`src/rtl/viterbi_traceback_ctrl_pkg.sv`:
```
`default_nettype none
// ============================================================================
// viterbi_pkg : shared constants, FSM encoding and trellis helper for the
//               K=3 Viterbi traceback path.
// Rev 1.0
// ============================================================================
package viterbi_pkg;

   localparam int NUM_STATES = 4;
   localparam int STATE_W    = 2;

   localparam logic [1:0] IDLE  = 2'd0;
   localparam logic [1:0] TRACE = 2'd1;
   localparam logic [1:0] EMIT  = 2'd2;

   // Trellis advances as next = {u, s[1]}, so stepping back recovers s[0] as the MSB.
   function automatic logic [STATE_W-1:0] pred_state(input logic [STATE_W-1:0] s,
                                                     input logic               surv);
      return {s[0], surv};
   endfunction

endpackage
`default_nettype wire

```
`src/rtl/viterbi_traceback_ctrl_mux.sv`:
```
`default_nettype none
// ============================================================================
// bit_mux4 : 4:1 single-bit multiplexer, select {d1,d0}.
// Rev 1.0
// ============================================================================
module bit_mux4 (
   input  logic in0,
   input  logic in1,
   input  logic in2,
   input  logic in3,
   input  logic d0,
   input  logic d1,
   output logic y
);

   always_comb begin
      y = in0;
      case ({d1, d0})
         2'd0:    y = in0;
         2'd1:    y = in1;
         2'd2:    y = in2;
         default: y = in3;
      endcase
   end

endmodule
`default_nettype wire

```
`src/rtl/viterbi_traceback_ctrl.sv`:
```
`default_nettype none
// ============================================================================
// viterbi_traceback_ctrl : walks the survivor memory back TB_LEN columns from
//                          the best end state and streams the bits oldest-first.
// Rev 1.0
// ============================================================================
module viterbi_traceback_ctrl
   import viterbi_pkg::*;
#(
   parameter int TB_LEN = 8,
   parameter int ADDR_W = 4
) (
   input  logic                  clk,
   input  logic                  rst_n,
   input  logic                  start,
   input  logic [STATE_W-1:0]    best_state,
   input  logic [ADDR_W-1:0]     end_addr,
   output logic                  mem_rd_en,
   output logic [ADDR_W-1:0]     mem_addr,
   input  logic [NUM_STATES-1:0] mem_data,
   output logic [STATE_W-1:0]    sel,
   output logic                  dec_bit,
   output logic                  dec_valid,
   input  logic                  dec_ready,
   output logic                  dec_last,
   output logic                  busy
);

   localparam int                 c_cnt_w = $clog2(TB_LEN + 1);
   localparam logic [c_cnt_w-1:0] c_len   = c_cnt_w'(TB_LEN);
   localparam logic [c_cnt_w-1:0] c_last  = c_cnt_w'(TB_LEN - 1);

   logic [1:0]         r_fsm;
   logic [c_cnt_w-1:0] r_cnt;
   logic [ADDR_W-1:0]  r_addr;
   logic [STATE_W-1:0] r_state;
   logic [TB_LEN-1:0]  r_buf;
   logic               w_surv;
   logic               w_rd;

   // Reads occupy TRACE cycles 0..TB_LEN-1; cycle TB_LEN only drains the last return.
   assign w_rd = (r_fsm == TRACE) && (r_cnt != c_len);

   bit_mux4 u_surv_mux (
      .in0 (mem_data[0]),
      .in1 (mem_data[1]),
      .in2 (mem_data[2]),
      .in3 (mem_data[3]),
      .d0  (r_state[0]),
      .d1  (r_state[1]),
      .y   (w_surv)
   );

   always_ff @(posedge clk) begin
      if (!rst_n) begin
         r_fsm   <= IDLE;
         r_cnt   <= '0;
         r_addr  <= '0;
         r_state <= '0;
         r_buf   <= '0;
      end else begin
         case (r_fsm)
            IDLE: begin
               if (start) begin
                  r_state <= best_state;
                  r_addr  <= end_addr;
                  r_cnt   <= '0;
                  r_fsm   <= TRACE;
               end
            end
            TRACE: begin
               if (w_rd) begin
                  r_addr <= r_addr - 1'b1;
               end
               // Newest column shifts in first, so the oldest bit lands in r_buf[0].
               if (r_cnt != '0) begin
                  r_buf   <= {r_buf[TB_LEN-2:0], r_state[1]};
                  r_state <= pred_state(r_state, w_surv);
               end
               if (r_cnt == c_len) begin
                  r_cnt <= '0;
                  r_fsm <= EMIT;
               end else begin
                  r_cnt <= r_cnt + 1'b1;
               end
            end
            EMIT: begin
               if (dec_ready) begin
                  r_buf <= {1'b0, r_buf[TB_LEN-1:1]};
                  if (r_cnt == c_last) begin
                     r_cnt <= '0;
                     r_fsm <= IDLE;
                  end else begin
                     r_cnt <= r_cnt + 1'b1;
                  end
               end
            end
            default: r_fsm <= IDLE;
         endcase
      end
   end

   assign mem_rd_en = w_rd;
   assign mem_addr  = r_addr;
   assign sel       = r_state;
   assign dec_valid = (r_fsm == EMIT);
   assign dec_bit   = dec_valid & r_buf[0];
   assign dec_last  = dec_valid && (r_cnt == c_last);
   assign busy      = (r_fsm != IDLE);

endmodule
`default_nettype wire

```
`config.mk`:
```
export PLATFORM = sky130hd
export DESIGN_NAME = viterbi_traceback_ctrl
export DESIGN_NICKNAME = d
export VERILOG_FILES = /design/src/rtl/viterbi_traceback_ctrl_pkg.sv /design/src/rtl/viterbi_traceback_ctrl_mux.sv /design/src/rtl/viterbi_traceback_ctrl.sv
export SDC_FILE = /design/constraint.sdc
export NUM_CORES = 1
export LEC_CHECK = 0
export CORE_MARGIN = 2
export CORE_UTILIZATION = 51
export CTS_BUF_LIST = sky130_fd_sc_hd__clkbuf_2 sky130_fd_sc_hd__clkbuf_4 sky130_fd_sc_hd__clkbuf_8
export DETAILED_ROUTE_END_ITERATION = 8
export PLACE_DENSITY = 0.81
export SETUP_SLACK_MARGIN = 0.15
export SYNTH_ARGS = -nofsm -noshare
export SYNTH_HDL_FRONTEND = slang
export SYNTH_SLANG_ARGS = --single-unit
export TNS_END_PERCENT = 100
```
`constraint.sdc`:
```
create_clock -name clk -period 2.1 [get_ports clk]
set_input_delay 0.42 -clock clk [delete_from_list [all_inputs] [get_ports clk]]
set_output_delay 0.42 -clock clk [all_outputs]
set_load 0.01 [all_outputs]
```
Word-level counts from Yosys, hierarchy flattened
Cells that the tools add are included.
Storage, ports and cells
  word-level logic and storage cells: 55
  bits of input ports: 14
  flip-flop bits (word level): 20
Operators by class
  mux-type cells: 20
  add/subtract/negate cells: 2
  bitwise operators: 1
  equality and inequality tests: 13
  reduce and logical (&&, ||, !) cells: 14
Operators by type and width (number)
  4-bit 2-to-1 mux: 6
  8-bit 2-to-1 mux: 2
  8-bit one-hot mux with 2 select lines: 1
  2-bit 2-to-1 mux: 6
  4-bit one-hot mux with 3 select lines: 1
  3-bit AND reduction: 4
  2-bit by 1-bit != test with 1-bit output, second input constant: 4
  4-bit one-hot mux with 2 select lines: 1
  2-bit one-hot mux with 3 select lines: 1
  2-bit nonzero test: 3
  4-bit by 1-bit adder with 4-bit output, second input constant: 1
  2-bit by 1-bit == test with 1-bit output, second input constant: 2
  2-bit == test, second input constant: 2
  4-bit by 3-bit == test with 1-bit output, second input constant: 1
  4-bit == test, second input constant: 1
  2-bit zero test: 2
  2-bit != test, second input constant: 2
  4-bit != test, second input constant: 1
  2-bit one-hot mux with 2 select lines: 1
  4-bit AND reduction: 1
  4-bit nonzero test: 1
  4-bit by 1-bit subtractor with 4-bit output, second input constant: 1
  1-bit one-hot mux with 3 select lines: 1
  3-bit nonzero test: 1
  2 further kinds: 3

Depth between registers and ports, before layout
  word-level depth: 4
  depth in mapped cells: 8
  gate-level depth less buffers: 6

Hierarchy
Synthesis repeated with hierarchy kept, for this count alone.
Unflattened totals
  cell total of the unflattened synthesis: 138
  area total of the unflattened synthesis: 1237.4 µm²
Modules (own cells, without submodules)
  viterbi_traceback_ctrl: area each 1214.9 µm², seq. area each 400.4 µm², times used 1, cells an instance 137
  bit_mux4: area each 22.5 µm², seq. area each 0.0 µm², times used 1, cells an instance 1

Worst setup path after synthesis
Ideal clock, no wire load.
  path type: reg2out
  start point: register r_fsm[1]
  end point: output mem_rd_en
  setup slack: 0.442 ns
  stages on the path, launching flop included: 6
  data arrival time: 1.238 ns
  path through: dfxtp_1 > inv_1 > ha_1 > buf_2 > buf_2 > a21boi_0
On the way
  word-level cells in the longest chain between the ends: 2
RTL lines
  start, declared: line viterbi_traceback_ctrl.sv:33  | logic [1:0] r_fsm;
  start signal, assigned: line viterbi_traceback_ctrl.sv:56  | r_fsm <= IDLE;
  start signal, assigned: line viterbi_traceback_ctrl.sv:68  | r_fsm <= TRACE;
  start signal, assigned: line viterbi_traceback_ctrl.sv:82  | r_fsm <= EMIT;
  2-bit by 1-bit == test with 1-bit output: line viterbi_traceback_ctrl.sv:42  | assign w_rd = (r_fsm == TRACE) && (r_cnt != c_len);
  1-bit logical AND: line viterbi_traceback_ctrl.sv:42
  end, declared: line viterbi_traceback_ctrl.sv:18  | output logic mem_rd_en,
Every way passes these cells.

Worst setup path in the final report
  start point: register r_fsm[0]
  end point: output dec_last
On the way
  word-level cells in the longest chain between the ends: 2
RTL lines
  2-bit == test: line viterbi_traceback_ctrl.sv:106  | assign dec_valid = (r_fsm == EMIT);
  1-bit logical AND: line viterbi_traceback_ctrl.sv:108  | assign dec_last = dec_valid && (r_cnt == c_last);
  end, declared: line viterbi_traceback_ctrl.sv:25  | output logic dec_last,
Every way passes these cells.

==> results.txt <==
- Sinks on Clock Net: 20
* GRT Overall Usage: between 20% and 30%
* Ys async rst share: 0%
- The floorplan has 17 rows.
* Count of flip-flops with a built-in enable after synthesis: 0
- STA puts the critical path data arrival time at between 1000 and 1500 ps.
- The worst setup path is captured at a primary output.
- Total negative slack: 0 ps
* Capturing point of the worst reg2reg path: r_cnt[1]
- Syn_area_per_cell: 9.00 um^2
- The critical path starts at r_fsm[0].
* Number of nets produced by synthesis: 159
* Cell area after technology mapping: 1230 um^2
* Cell variety after synth: 33
- At the later pin of the worst-skew pair, clock insertion delay measures 310 ps.
- Setup repair after global routing left no endpoint under its margin.
* WP data required: 1680 ps
* Number of global-route vias before repair: 1040
- Die extent in y: between 50 and 60 um
- Number of H-tree levels: 1
- Top-level I/O count: 25
- Fin cells: ~190
- Critical path peak fanout: 4
* Number of remaining DRC errors: 0
- Final Skew: 6.24 ps
- Reg-to-reg setup timing slack: approximately 350 ps
- Startpoint of the worst register-to-register path: r_fsm[0]
- Sequential fraction of the synthesis area: between 30 and 40%
* Relative slew slack: 66.8%
- The hold violation count in the final report came to 0.
- Leftover overflow at the end of global routing: 0
* Vias per std cell: about 5.7
* Maximum ir drop on the vdd rail: 0.751 mV
- Antenna viol nets, final: 0
- Worst setup SP type: flip-flop
- Global-route wire length before repair: 4460 um
* Mapped Cells: 137
- Max-capacitance violation count: 0
- For this design the static power due to leakage is 0.583 nW.
- Layout area overhead: 24.9%
* Antenna violations before repair: 0
- In this run, synthesis produced a sequential element count of 20.
- Slew at the pin closest to its max-slew limit: 495 ps
- The tightest min-delay check is of the reg2reg type.
* Critical path, cell by cell: inv_2 > ha_2 > and4b_2 > dlygate4sd2_1
- In this run the standard cell core region covers 2250 um^2.
- In this run the power density over the cells is 1290 nW/um^2.
- Measured along the x axis, the die boundary spans 53.2 um.
- Fmax: 0.533 GHz
* Final weighted congestion in routability-driven placement: 0.739
- Vias after detailed routing: 1081
- Leading cell types by total area after synthesis: sky130_fd_sc_hd__dfxtp_1 32%, sky130_fd_sc_hd__mux2i_1 11%, sky130_fd_sc_hd__ha_1 8.1%, sky130_fd_sc_hd__a211oi_1 4.9%, sky130_fd_sc_hd__nor2_1 4.9%
- In this run the deepest clock path goes through 2 buffers.
- Top flip-flop cell by instance count after synthesis: sky130_fd_sc_hd__dfxtp_1
- Clock tree root buffer cell: sky130_fd_sc_hd__clkbuf_4
- Post-CTS Hold Fix Bufs: 0
- Of the available clock period, the critical path in the final layout requires 89.3%.
- The initial utilization of the core area, before any placement, comes to between 50% and 60%.
- Port Buf Inserts: 24
- Wire length after detailed routing: 2640 um
* Post-synth top cells: 20 x sky130_fd_sc_hd__dfxtp_1, 16 x sky130_fd_sc_hd__nor2_1, 14 x sky130_fd_sc_hd__mux2i_1
- In the final layout, the share of cells above drive strength 1 is 17.2%.
- Pin count of the biggest net entering global routing: 16
- The number of antenna diodes in the final layout is 0.
- Min Clock Period, post-route: between 1500 and 2000 ps
* CTS tree: built
- The worst register-to-register path has a depth of 7.
* Routed length per instance: 13.8 um
- Fraction of synthesized cell area taken by the top area cell type: 32.5%
- After clock tree synthesis, the clock-pin slew on the worst setup and hold paths is 120 ps.
* Num CTS Buffers: 3
* Number of slew-limit violations in the final report: 0
- Worst-path cell with the longest stage delay: sky130_fd_sc_hd__dfxtp_2
- In this run the most critical hold path is launched from mem_addr[1].
- Final setup violating endpoints: 0
- The detailed router finished its first iteration with 12 violations.
- The die covers between 2000 and 3000 um^2.
* Number of nets in the layout: roughly 190
* Leading cell type by number of instances after synthesis: sky130_fd_sc_hd__dfxtp_1
* Drt pass-1 iters: 4
- The most critical setup path has its endpoint at dec_last.
* Placed wire-length estimate after detailed placement: 2030 um
* Result of the run: completed
- Cell count after placement: roughly 190
* Largest area contributor in the netlist: sky130_fd_sc_hd__dfxtp_1
- Slowest stage delay, CP: 380 ps
- The Yosys step of the flow raised 0 warnings.
- After layout, the design draws a total of 0.00199 W.
- Class of the most critical setup path: reg2out
==> power breakdown <==
part / total, W / switching, W / internal (W)
combinational: 0.00111 / 0.000580 / 0.000534
sequential: 0.000638 / 0.000118 / 0.000520
clock: 0.000236 / 0.000130 / 0.000106
==> cells in the final DEF, fill, tap and decap left out, types with 2 or more instances in the layout <==
cell type                         instances
sky130_fd_sc_hd__ha_2                     2
sky130_fd_sc_hd__clkbuf_4                 3
sky130_fd_sc_hd__nor2_1                  16
sky130_fd_sc_hd__a21oi_1                  6
sky130_fd_sc_hd__ha_1                     6
sky130_fd_sc_hd__nor3_1                   3
sky130_fd_sc_hd__nand2_1                 10
sky130_fd_sc_hd__or3_1                    2
sky130_fd_sc_hd__nand4b_1                 3
sky130_fd_sc_hd__dlygate4sd2_1            4
sky130_fd_sc_hd__o21ai_0                  3
sky130_fd_sc_hd__buf_4                    6
sky130_fd_sc_hd__nand3_1                  4
sky130_fd_sc_hd__dfxtp_2                  4
sky130_fd_sc_hd__dfxtp_1                 16
sky130_fd_sc_hd__a211oi_1                 8
sky130_fd_sc_hd__a211oi_2                 3
sky130_fd_sc_hd__o32ai_1                  2
sky130_fd_sc_hd__and4bb_2                 2
sky130_fd_sc_hd__mux2i_1                 14
sky130_fd_sc_hd__inv_1                    7
sky130_fd_sc_hd__nor2b_1                  5
sky130_fd_sc_hd__clkdlybuf4s50_1         19
==> worst min path at each step <==
stage,slack [ps],to,cells past startpoint
after floorplan,460,r_buf[7],2
after global placement,470,mem_addr[3],2
after detailed placement,480,mem_addr[1],2
after CTS,500,r_fsm[1],2
after global routing,520,r_fsm[1],2
final,500,mem_addr[1],2
==> registers in the layout (all words and copies together), names as in the netlist <==
name	count
sel	2
r_cnt	4
mem_addr	4
r_fsm	2
r_buf	8
==> routing by layer <==
| metal | vias up | track usage, % | routed length, um |
|---|---|---|---|
| li1 | 547 | - | - |
| met1 | 505 | 27.1 | 1200 |
| met2 | 23 | 37.1 | 1310 |
| met3 | 6 | 2.54 | 98 |
| met4 | 0 | 8.97 | 36 |
| met5 | - | 0 | 0 |
==> per-stage QoR <==
| step | hold slack, ps | instance area, um^2 | util [%] | setup WS [ps] |
|---|---|---|---|---|
| 2_1_floorplan | 460 | 1230 | - | 442 |
| 3_3_place_gp | 466 | 1500 | 66.6 | 159 |
| 3_5_place_dp | 482 | 1500 | 66.6 | 105 |
| 4_1_cts | 503 | 1540 | 68.3 | 9.90 |
| 5_1_grt | 517 | 1540 | 68.3 | 160 |
| 6_report | 499 | 1540 | 68.3 | 225 |
==> critical path: cells and delay by family (launching register included) <==
kind	cells	cell delay, ps
flops	1	380
simple gates	1	220
fa+ha+maj	1	210
buf+inv	2	340
==> cells by family (layout without fill, tap and decap cells) <==
logic type                 Yosys count  in the layout  share of synthesized area, %
adders and majority gates            8              8                          8.12
AOI/OAI and AO/OA                   27             27                          16.3
muxes                               15             15                          13.2
DFF                                 20             20                          32.5
buffers and inverters               17             43                          6.80
and+or+nand+nor                     50             50                          23.0
==> final cells by class <==
class	count	area (um^2)
sequential	20	405
inverter	9	33.8
multi-input combinational	100	753
tap	28	35.0
clock buffer	4	36.3
timing repair buffer	30	275
fill	201	716
==> repair_timing <==
action,CTS,global route
endpoints found under the setup margin,5,1
cloned,0,0
gates resized for setup,10,6
buffers inserted,0,0
endpoints found under the hold margin,0,0
No activity file was read; power rests on OpenSTA's default activity.
